## config.mk

```make
export PLATFORM = sky130hd
export DESIGN_NAME = uart_rx_frame_ctrl
export DESIGN_NICKNAME = d
export VERILOG_FILES = /design/src/rtl/uart_pkg.sv /design/src/rtl/uart_frm_buf.sv /design/src/rtl/uart_rx_frame_ctrl.sv
export SDC_FILE = /design/constraint.sdc
export NUM_CORES = 1
export LEC_CHECK = 0
export BUFFER_PORTS_ARGS = -buffer_cell sky130_fd_sc_hd__buf_2
export CORE_MARGIN = 1.5
export CORE_UTILIZATION = 30
export DETAILED_ROUTE_END_ITERATION = 6
export SYNTH_ARGS = -nofsm -noshare
export SYNTH_HDL_FRONTEND = slang
export SYNTH_SLANG_ARGS = --single-unit
```

## constraint.sdc

```tcl
create_clock -name clk_i -period 2.3 [get_ports clk_i]
set_input_delay 0.115 -clock clk_i [delete_from_list [all_inputs] [get_ports clk_i]]
set_output_delay 0.115 -clock clk_i [all_outputs]
set_load 0.01 [all_outputs]
```

## src/rtl/uart_pkg.sv

```systemverilog
// Shared types for the UART RX frame controller: parser states, error codes, default sync byte.
package uart_pkg;

   typedef enum logic [2:0] {
      S_SYNC,
      S_LEN,
      S_PAY,
      S_CHK,
      S_OUT
   } frm_state_t;

   typedef enum logic [1:0] {
      E_OVR = 2'd0,
      E_LEN = 2'd1,
      E_CHK = 2'd2,
      E_TMO = 2'd3
   } frm_err_t;

   localparam logic [7:0] C_SYNC_DEFAULT = 8'hA5;

   // Pointer width able to hold 0..maxlen inclusive.
   function automatic int unsigned frm_ptr_w(input int unsigned maxlen);
      return $clog2(maxlen + 1);
   endfunction

endpackage

```

## src/rtl/uart_frm_buf.sv

```systemverilog
// Payload buffer for the frame controller: c_maxlen x 8 register array, one write port, async read.
module uart_frm_buf
   import uart_pkg::*;
#(
   parameter int unsigned c_maxlen = 16
) (
   input  logic                               clk_i,
   input  logic                               we_i,
   input  logic [frm_ptr_w(c_maxlen)-1:0]     waddr_i,
   input  logic [7:0]                         wdata_i,
   input  logic [frm_ptr_w(c_maxlen)-1:0]     raddr_i,
   output logic [7:0]                         rdata_o
);

   logic [7:0] r_mem [c_maxlen];

   always_ff @(posedge clk_i) begin
      if (we_i) begin
         r_mem[waddr_i] <= wdata_i;
      end
   end

   assign rdata_o = r_mem[raddr_i];

endmodule

```

## src/rtl/uart_rx_frame_ctrl.sv

```systemverilog
// Frame controller behind the UART receiver: parses [SYNC][LEN][PAYLOAD][CHK], releases payload on valid/ready.
// Optional feature macro UART_FRM_STATS_EN adds good/error frame counters (good_cnt_o, err_cnt_o).
module uart_rx_frame_ctrl
   import uart_pkg::*;
#(
   parameter logic [7:0]  c_sync        = C_SYNC_DEFAULT,
   parameter int unsigned c_maxlen      = 16,
   parameter int unsigned c_timeout_cyc = 100_000
) (
   input  logic        clk_i,
   input  logic        rst_i,
   input  logic [7:0]  rx_byte_i,
   input  logic        rx_valid_i,
   output logic [7:0]  frm_data_o,
   output logic        frm_valid_o,
   input  logic        frm_ready_i,
   output logic        frm_last_o,
   output logic [7:0]  frm_len_o,
   output logic        frm_err_o,
   output logic [1:0]  err_code_o,
`ifdef UART_FRM_STATS_EN
   output logic [15:0] good_cnt_o,
   output logic [15:0] err_cnt_o,
`endif
   output logic        busy_o
);

   localparam int unsigned PW         = frm_ptr_w(c_maxlen);
   localparam logic [7:0]  C_MAX8     = 8'(c_maxlen);
   localparam logic [31:0] C_TMO_LAST = 32'(c_timeout_cyc - 1);

   frm_state_t    r_state;
   frm_err_t      r_code;
   logic [7:0]    r_len;
   logic [7:0]    r_sum;
   logic [PW-1:0] r_wr_ptr;
   logic [PW-1:0] r_rd_ptr;
   logic [31:0]   r_gap;
   logic          r_valid;
   logic [7:0]    r_data;
   logic          r_last;
   logic          r_err;

   logic          w_xfer;
   logic          w_we;
   logic [PW-1:0] w_rd_addr;
   logic [7:0]    w_rd_data;
   logic [7:0]    w_wr_pos;
   logic [7:0]    w_rd_pos;

   assign w_xfer   = r_valid && frm_ready_i;
   assign w_we     = (r_state == S_PAY) && rx_valid_i;
   assign w_wr_pos = 8'(r_wr_ptr);
   assign w_rd_pos = 8'(r_rd_ptr);

   // Read port looks one entry ahead so the next byte can be registered on each transfer.
   always_comb begin
      w_rd_addr = '0;
      if (r_state == S_OUT) begin
         w_rd_addr = r_last ? r_rd_ptr : r_rd_ptr + PW'(1);
      end
   end

   uart_frm_buf #(
      .c_maxlen (c_maxlen)
   ) u_buf (
      .clk_i   (clk_i),
      .we_i    (w_we),
      .waddr_i (r_wr_ptr),
      .wdata_i (rx_byte_i),
      .raddr_i (w_rd_addr),
      .rdata_o (w_rd_data)
   );

   always_ff @(posedge clk_i) begin
      if (rst_i) begin
         r_state  <= S_SYNC;
         r_code   <= E_OVR;
         r_len    <= '0;
         r_sum    <= '0;
         r_wr_ptr <= '0;
         r_rd_ptr <= '0;
         r_gap    <= '0;
         r_valid  <= 1'b0;
         r_data   <= '0;
         r_last   <= 1'b0;
         r_err    <= 1'b0;
      end else begin
         r_err <= 1'b0;
         unique case (r_state)
            S_SYNC: begin
               r_gap <= '0;
               if (rx_valid_i && rx_byte_i == c_sync) begin
                  r_state <= S_LEN;
               end
            end

            S_LEN, S_PAY, S_CHK: begin
               // A strobe in the cycle the gap limit is reached takes priority over the timeout.
               if (rx_valid_i) begin
                  r_gap <= '0;
                  unique case (r_state)
                     S_LEN: begin
                        if (rx_byte_i == 8'd0 || rx_byte_i > C_MAX8) begin
                           r_err   <= 1'b1;
                           r_code  <= E_LEN;
                           r_state <= S_SYNC;
                        end else begin
                           r_len    <= rx_byte_i;
                           r_sum    <= rx_byte_i;
                           r_wr_ptr <= '0;
                           r_state  <= S_PAY;
                        end
                     end
                     S_PAY: begin
                        r_sum    <= r_sum + rx_byte_i;
                        r_wr_ptr <= r_wr_ptr + PW'(1);
                        if (w_wr_pos == r_len - 8'd1) begin
                           r_state <= S_CHK;
                        end
                     end
                     default: begin
                        if (rx_byte_i == r_sum) begin
                           r_rd_ptr <= '0;
                           r_valid  <= 1'b1;
                           r_data   <= w_rd_data;
                           r_last   <= (r_len == 8'd1);
                           r_state  <= S_OUT;
                        end else begin
                           r_err   <= 1'b1;
                           r_code  <= E_CHK;
                           r_state <= S_SYNC;
                        end
                     end
                  endcase
               end else if (r_gap == C_TMO_LAST) begin
                  r_gap   <= '0;
                  r_err   <= 1'b1;
                  r_code  <= E_TMO;
                  r_state <= S_SYNC;
               end else begin
                  r_gap <= r_gap + 32'd1;
               end
            end

            S_OUT: begin
               r_gap <= '0;
               if (rx_valid_i) begin
                  r_err  <= 1'b1;
                  r_code <= E_OVR;
               end
               if (w_xfer) begin
                  if (r_last) begin
                     r_valid <= 1'b0;
                     r_last  <= 1'b0;
                     r_data  <= '0;
                     r_state <= S_SYNC;
                  end else begin
                     r_rd_ptr <= r_rd_ptr + PW'(1);
                     r_data   <= w_rd_data;
                     r_last   <= (w_rd_pos + 8'd2 == r_len);
                  end
               end
            end

            default: r_state <= S_SYNC;
         endcase
      end
   end

   assign frm_data_o  = r_data;
   assign frm_valid_o = r_valid;
   assign frm_last_o  = r_last;
   assign frm_len_o   = r_len;
   assign frm_err_o   = r_err;
   assign err_code_o  = r_code;
   assign busy_o      = (r_state != S_SYNC);

`ifdef UART_FRM_STATS_EN
   logic [15:0] r_good_cnt;
   logic [15:0] r_err_cnt;

   always_ff @(posedge clk_i) begin
      if (rst_i) begin
         r_good_cnt <= '0;
         r_err_cnt  <= '0;
      end else begin
         if (w_xfer && r_last && r_good_cnt != '1) begin
            r_good_cnt <= r_good_cnt + 16'd1;
         end
         if (r_err && r_err_cnt != '1) begin
            r_err_cnt <= r_err_cnt + 16'd1;
         end
      end
   end

   assign good_cnt_o = r_good_cnt;
   assign err_cnt_o  = r_err_cnt;
`endif

endmodule

```

==> run metrics, run 1 <==
antenna violations before repair 1; critical path capture point type flip-flop; number of buffers between clock root and the deepest sink 3; number of unique standard cell types used by synthesis 80; Peak Freq between 0.4 and 0.5 GHz; total via count after detailed routing 6988; number of instances in the synthesized netlist between 800 and 900; routability congestion estimate from global placement approximately 0.82; Synth top cells by count 128 x edfxtp_1, 74 x dfxtp_1, 64 x nand2_1; critical path startpoint category flip-flop; # Max-Cap Violations 0; register area share after synthesis a little under three fifths; leakage power total about 4.0 nW; clock buffer count from CTS 22; iteration-0 DRC count of the detailed router roughly 550; global-route wire length before repair 38600 um; Fin Clk Skew around 10 ps; Area after DPL between 10000 and 15000 um^2; CP max FO 8; failing checks setup timing; outcome finished, violations left; Antenna Nets Post-Route 0; post-route setup TNS -383 ps; vertical die dimension between 150 and 200 um; core box area between 30000 and 40000 um^2; Max transition margin around 62%; level count of the clock H-tree 1; number of global-route vias before repair approximately 6700; fraction of post-synthesis cell area in the top cell type by area 40.0%; power density normalized to cell area approximately 630 nW/um^2; most frequently used flop master after synthesis edfxtp_1; half-perimeter wire length after detailed placement 17400 um; final period utilization 103%; most numerous cell in the Yosys netlist edfxtp_1; netlist area before placement just under 10000 um^2; # IOs 34; Clock Root Buffer clkbuf_16; Via density around 5.2; total of hold buffers inserted after clock tree synthesis 0; Final Net Count 948; share of synthesized flip-flops with an asynchronous set or reset 0%; average routed wire per standard cell 18.6 um; effective utilization at floorplan a little under a third; buffers added on ports 33; drt drc 0; Routed WL roughly 25000 um; maximum number of pins on one net before global-route repair a little under 50; Worst-path clk slew about 60 ps; layer with the highest usage after global routing met2; area enclosed by the die boundary 33100 um^2; detailed-router iteration count before antenna repair 6; endpoint arrival time on the critical path around 2800 ps; number of setup violations in the final report 8; transition time of the tightest slew-check pin approximately 560 ps; unrepaired setup endpoints after global routing yes; global-route usage over all layers roughly 15%; number of max-slew violations in the final report 0; Synth area leaders edfxtp_1 40%, dfxtp_1 15%, mux4_2 3.0%; fraction of layout cells with a size suffix above 1 ~25%; worst hold path class input port to flip-flop; post-route setup slack -72.1 ps; time the worst path needs with I/O delays and setup between 2000 and 2500 ps; Yosys top cell by area edfxtp_1; antenna cell count 0; CTS sink cnt around 200; met2 track demand over resource in global routing about a quarter; required arrival time at the worst endpoint 2700 ps; Die Width roughly 180 um; mean area per synthesized cell between 10 and 15 um^2; Post-synth EDFFs ~130; met1 GRT Util 19.2%; post-synthesis to final-layout area growth 22.3%; Final Hold Vio Count 0; post-route standard cell area excluding fillers 11700 um^2; number of rows created at floorplan 65; Ys Warns 0; clock latency on the worst-skew pair 510 ps; flip-flop and latch count after synthesis between 200 and 250; Max VDD drop between 0.0004 and 0.0005 V; Worst Setup Path Type flip-flop to flip-flop; synthesized netlist net count between 800 and 900; TritonCTS clock tree built; global-route met3 utilization 2.27%; global-route congestion overflow total 0
-- state kept, by name, summed over array words and instances, names as in the netlist --
register / cells
err_code_o: 2
frm_data_o: 8
frm_err_o: 1
frm_last_o: 1
frm_len_o: 8
frm_valid_o: 1
r_gap: 32
r_rd_ptr: 5
r_state: 3
r_sum: 8
r_wr_ptr: 5
u_buf.r_mem: 128
-- final timing paths --
path                 start       endpoint  slack (ps)  cells after the start
min reg2reg  err_code_o[1]  err_code_o[1]         470                      2
max reg2reg       r_sum[0]  frm_data_o[5]         -70                      7
max               r_sum[0]  frm_data_o[5]         -70                      7
min             rx_valid_i  err_code_o[1]          30                      3
-- placed cells by master (no fill, tap or decap), types with 11 or more instances in the layout --
cell         n
dfxtp_1     69
ha_1        13
a21oi_1     33
buf_4       90
nand4_1     12
and3_1      30
edfxtp_1   128
nand3_1     22
inv_1       15
a211oi_1    23
nand2_1     62
xnor2_1     11
buf_2       33
clkbuf_16   23
o21ai_0     16
a311oi_1    19
mux2i_1     24
mux4_2      14
nor3_1      22
nor2_1      46
-- stage by stage --
step | worst slack [ps] | hold slack, ps | power [mW] | std cells | util [%]
6_report | -72.1 | 29.6 | 7.42 | 1337 | 37.2
2_1_floorplan | 2.11 | 214 | 3.99 | 817 | -
3_5_place_dp | -167 | 467 | 4.10 | 1292 | 34.3
5_1_grt | -162 | 13.5 | 7.65 | 1337 | 37.2
4_1_cts | -144 | 10.1 | 7.50 | 1336 | 36.9
3_3_place_gp | -145 | 445 | 4.10 | 1292 | 34.3
-- worst max-delay path, cell delays in order, from the launching register on --
cell     delay [ps]
dfxtp_2         330
ha_4            230
or4_4           540
o31ai_4         320
a21oi_4         150
a22o_1          230
a21oi_1         100
or3b_1          340
-- per-layer routing --
layer / up-vias / routed length (um)
li1: 3374 / -
met1: 3419 / 10900
met2: 146 / 12300
met3: 49 / 1030
met4: 0 / 723
met5: - / 0
-- repair_timing --
item                                    CTS  global route
buffers inserted                          3             2
endpoints found under the setup margin    9            20
resized for setup                        24            23
cloned                                    1             1
pin swaps                                14             6
-- logic make-up (layout without fill, tap and decap cells) --
group / count (synthesis) / after routing / share of synthesized area (%)
buffers and inverters: 73 / 190 / 3.45
xor gates and xnor gates: 23 / 23 / 2.25
DFF: 202 / 202 / 55.4
adders and majority gates: 17 / 17 / 2.29
muxes: 42 / 42 / 6.61
AOI/OAI and AO/OA: 186 / 186 / 14.3
and+or+nand+nor: 274 / 275 / 15.7
-- area by class of cell --
| class | instances | area (um^2) |
|---|---|---|
| sequential | 202 | 5330 |
| timing repair buffer | 135 | 1050 |
| tap | 402 | 503 |
| multi-input combinational | 543 | 4110 |
| fill | 3027 | 19800 |
| inverter | 15 | 56.3 |
| clock buffer | 29 | 597 |
| clock inverter | 11 | 98.8 |
-- power breakdown --
| group | switching [mW] | internal (mW) |
|---|---|---|
| logic | 0.127 | 0.0513 |
| clock network | 1.44 | 1.95 |
| registers | 0.000312 | 3.85 |
| total | 1.57 | 5.85 |
Power figures use the tool's default switching activity.
==> run 2: changes to the inputs <==
--- a/config.mk
+++ b/config.mk
@@ -9,6 +9,7 @@
 export CORE_MARGIN = 1.5
 export CORE_UTILIZATION = 30
 export DETAILED_ROUTE_END_ITERATION = 6
+export PLACE_DENSITY_LB_ADDON = 0.15
 export SYNTH_ARGS = -nofsm -noshare
 export SYNTH_HDL_FRONTEND = slang
 export SYNTH_SLANG_ARGS = --single-unit
==> run metrics, run 2 (synthesis gave the netlist of run 1 again) <==
outcome finished, violations left; failing checks setup timing; unrepaired setup endpoints after global routing yes; Via density between 5 and 6; beginning of the worst register-to-register path r_sum[6]; final period utilization 106%; Final Hold Slack about 45 ps; register-to-register setup slack -130 ps; commonest non-fill, non-tap cell in the layout buf_4; worst hold path class input port to flip-flop; clock latency on the worst-skew pair around 500 ps; Max VDD drop 0.000544 V; # Max-Cap Violations 0; Critical Path Sink frm_data_o[0]; endpoint arrival time on the critical path about 2800 ps; time the worst path needs with I/O delays and setup about 2400 ps; antenna violations before repair 0; half-perimeter wire length after detailed placement 19300 um; number of max-slew violations in the final report 0; post-route setup slack -128 ps; level count of the clock H-tree 1; CTS sink cnt about 200; number of standard cells in the final layout excluding fillers roughly 1400; Final Net Count slightly below 1000; number of buffers between clock root and the deepest sink 3; global-route wire length before repair 43400 um; Final Hold Vio Count 0; flip-flop count of the largest register after layout between 100 and 150; number of rows created at floorplan 65; number of setup violations in the final report 7; Worst-path clk slew around 60 ps; combined area of the multi-input logic cells 4120 um^2; Peak Freq 0.412 GHz; critical path startpoint category flip-flop; critical path capture point type flip-flop; CP max FO 8; global-route congestion overflow total 0; area enclosed by the die boundary 33100 um^2; routability congestion estimate from global placement 0.778; antenna cell count 0; leakage power total between 4 and 5 nW; Fin Clk Skew about 11 ps; cell depth of the worst flop-to-flop path 7; layout filler cell count 3098; average routed wire per standard cell between 20 and 25 um; effective utilization at floorplan a little under a third; Max transition margin between 50% and 60%; Worst Setup Path Type flip-flop to flip-flop; TritonCTS clock tree built; vertical die dimension between 150 and 200 um; post-synthesis to final-layout area growth 26.4%; number of global-route vias before repair 7128; required arrival time at the worst endpoint 2690 ps; global-route usage over all layers 17.0%; Antenna Nets Post-Route 0; source of the critical timing path r_sum[6]; combined flip-flop and latch cell area 5330 um^2; clock buffer count from CTS 24; core box area between 30000 and 40000 um^2; Routed WL between 20000 and 30000 um; Biggest register u_buf.r_mem; utilization of the core after routing between 30% and 40%; Clock Root Buffer clkbuf_16; transition time of the tightest slew-check pin approximately 700 ps; maximum number of pins on one net before global-route repair 57; detailed-router iteration count before antenna repair 5; total instance count after detailed placement between 1000 and 1500; Die Width between 150 and 200 um; total design power 7.70 mW; drt drc 0; buffers added on ports 33; pre-CTS setup slack -179 ps; power density normalized to cell area roughly 630 nW/um^2; registers with the most flip-flops u_buf.r_mem x128, r_gap x32; total via count after detailed routing ~7100; # IOs 34; fraction of layout cells with a size suffix above 1 28.5%; Crit Reg-Reg Endpoint frm_data_o[0]; iteration-0 DRC count of the detailed router between 400 and 500; most frequent cells in the layout 130 x buf_4, 128 x edfxtp_1, 68 x dfxtp_1
==> run 2: cell count changes in the layout (fill, tap and decap cells not counted), moves of 3 or more <==
cell,delta
buf_4,+40
a2111oi_0,+4
clkbuf_8,+4
a2111oi_2,-3
==> run 2: layout make-up <==
type                       count  share of cell area [%]
clock buffer                  38                    6.05
clock inverter                 6                   0.289
inverter                      15                   0.464
multi-input combinational    543                    33.9
sequential                   202                    43.9
tap                          402                    4.14
timing repair buffer         176                    11.2
==> run 2: timing repair <==
action                     CTS  global route
hold buffers                 0             0
setup endpoints to repair   20            27
pin swaps                    9             8
setup buffers                1             2
gates resized for setup     13            26
cloned                       0             1
==> run 2: worst max-delay path, stage by stage (launching register included) <==
cell and delay (ps):
dfxtp_1 310, ha_1 280, or3_1 430, o31ai_4 420, a21oi_4 160, a22o_1 220
a21oi_1 120, or3b_1 360
==> run 2: power by group <==
group | switching, mW | internal, mW | total [mW] | leakage [nW]
Sequential | 0.000326 | 3.85 | 3.85 | 1.75
Combinational | 0.132 | 0.0523 | 0.184 | 2.15
Clock | 1.49 | 2.18 | 3.67 | 0.375
==> run 2: how the worst min path moves through the flow <==
| stage | from | to | slack [ps] | cells past startpoint |
|---|---|---|---|---|
| floorplan | rx_byte_i[0] | u_buf.r_mem[0][0] | 210 | 0 |
| global placement | err_code_o[1] | err_code_o[1] | 470 | 2 |
| detailed placement | err_code_o[1] | err_code_o[1] | 470 | 2 |
| CTS | rx_valid_i | err_code_o[1] | 30 | 3 |
| global route | rx_valid_i | err_code_o[1] | 60 | 3 |
| finish | rx_valid_i | err_code_o[1] | 50 | 3 |
==> run 2: metal layers <==
metal,vias up,share of wire (%),global-route usage [%],wire length [um]
met5,-,0,0,0
li1,3459,-,-,-
met1,3546,46,23.0,12700
met3,34,3.6,2.03,997
met2,104,49,29.2,13500
met4,0,1.7,3.83,480
==> run 2: per-stage QoR <==
| stage | setup TNS (ps) | area, um^2 |
|---|---|---|
| after floorplan | 0 | 9630 |
| after global placement | -1210 | 11200 |
| after detailed placement | -1430 | 11200 |
| after CTS | -1090 | 12000 |
| after global routing | -1170 | 12100 |
| final | -657 | 12100 |
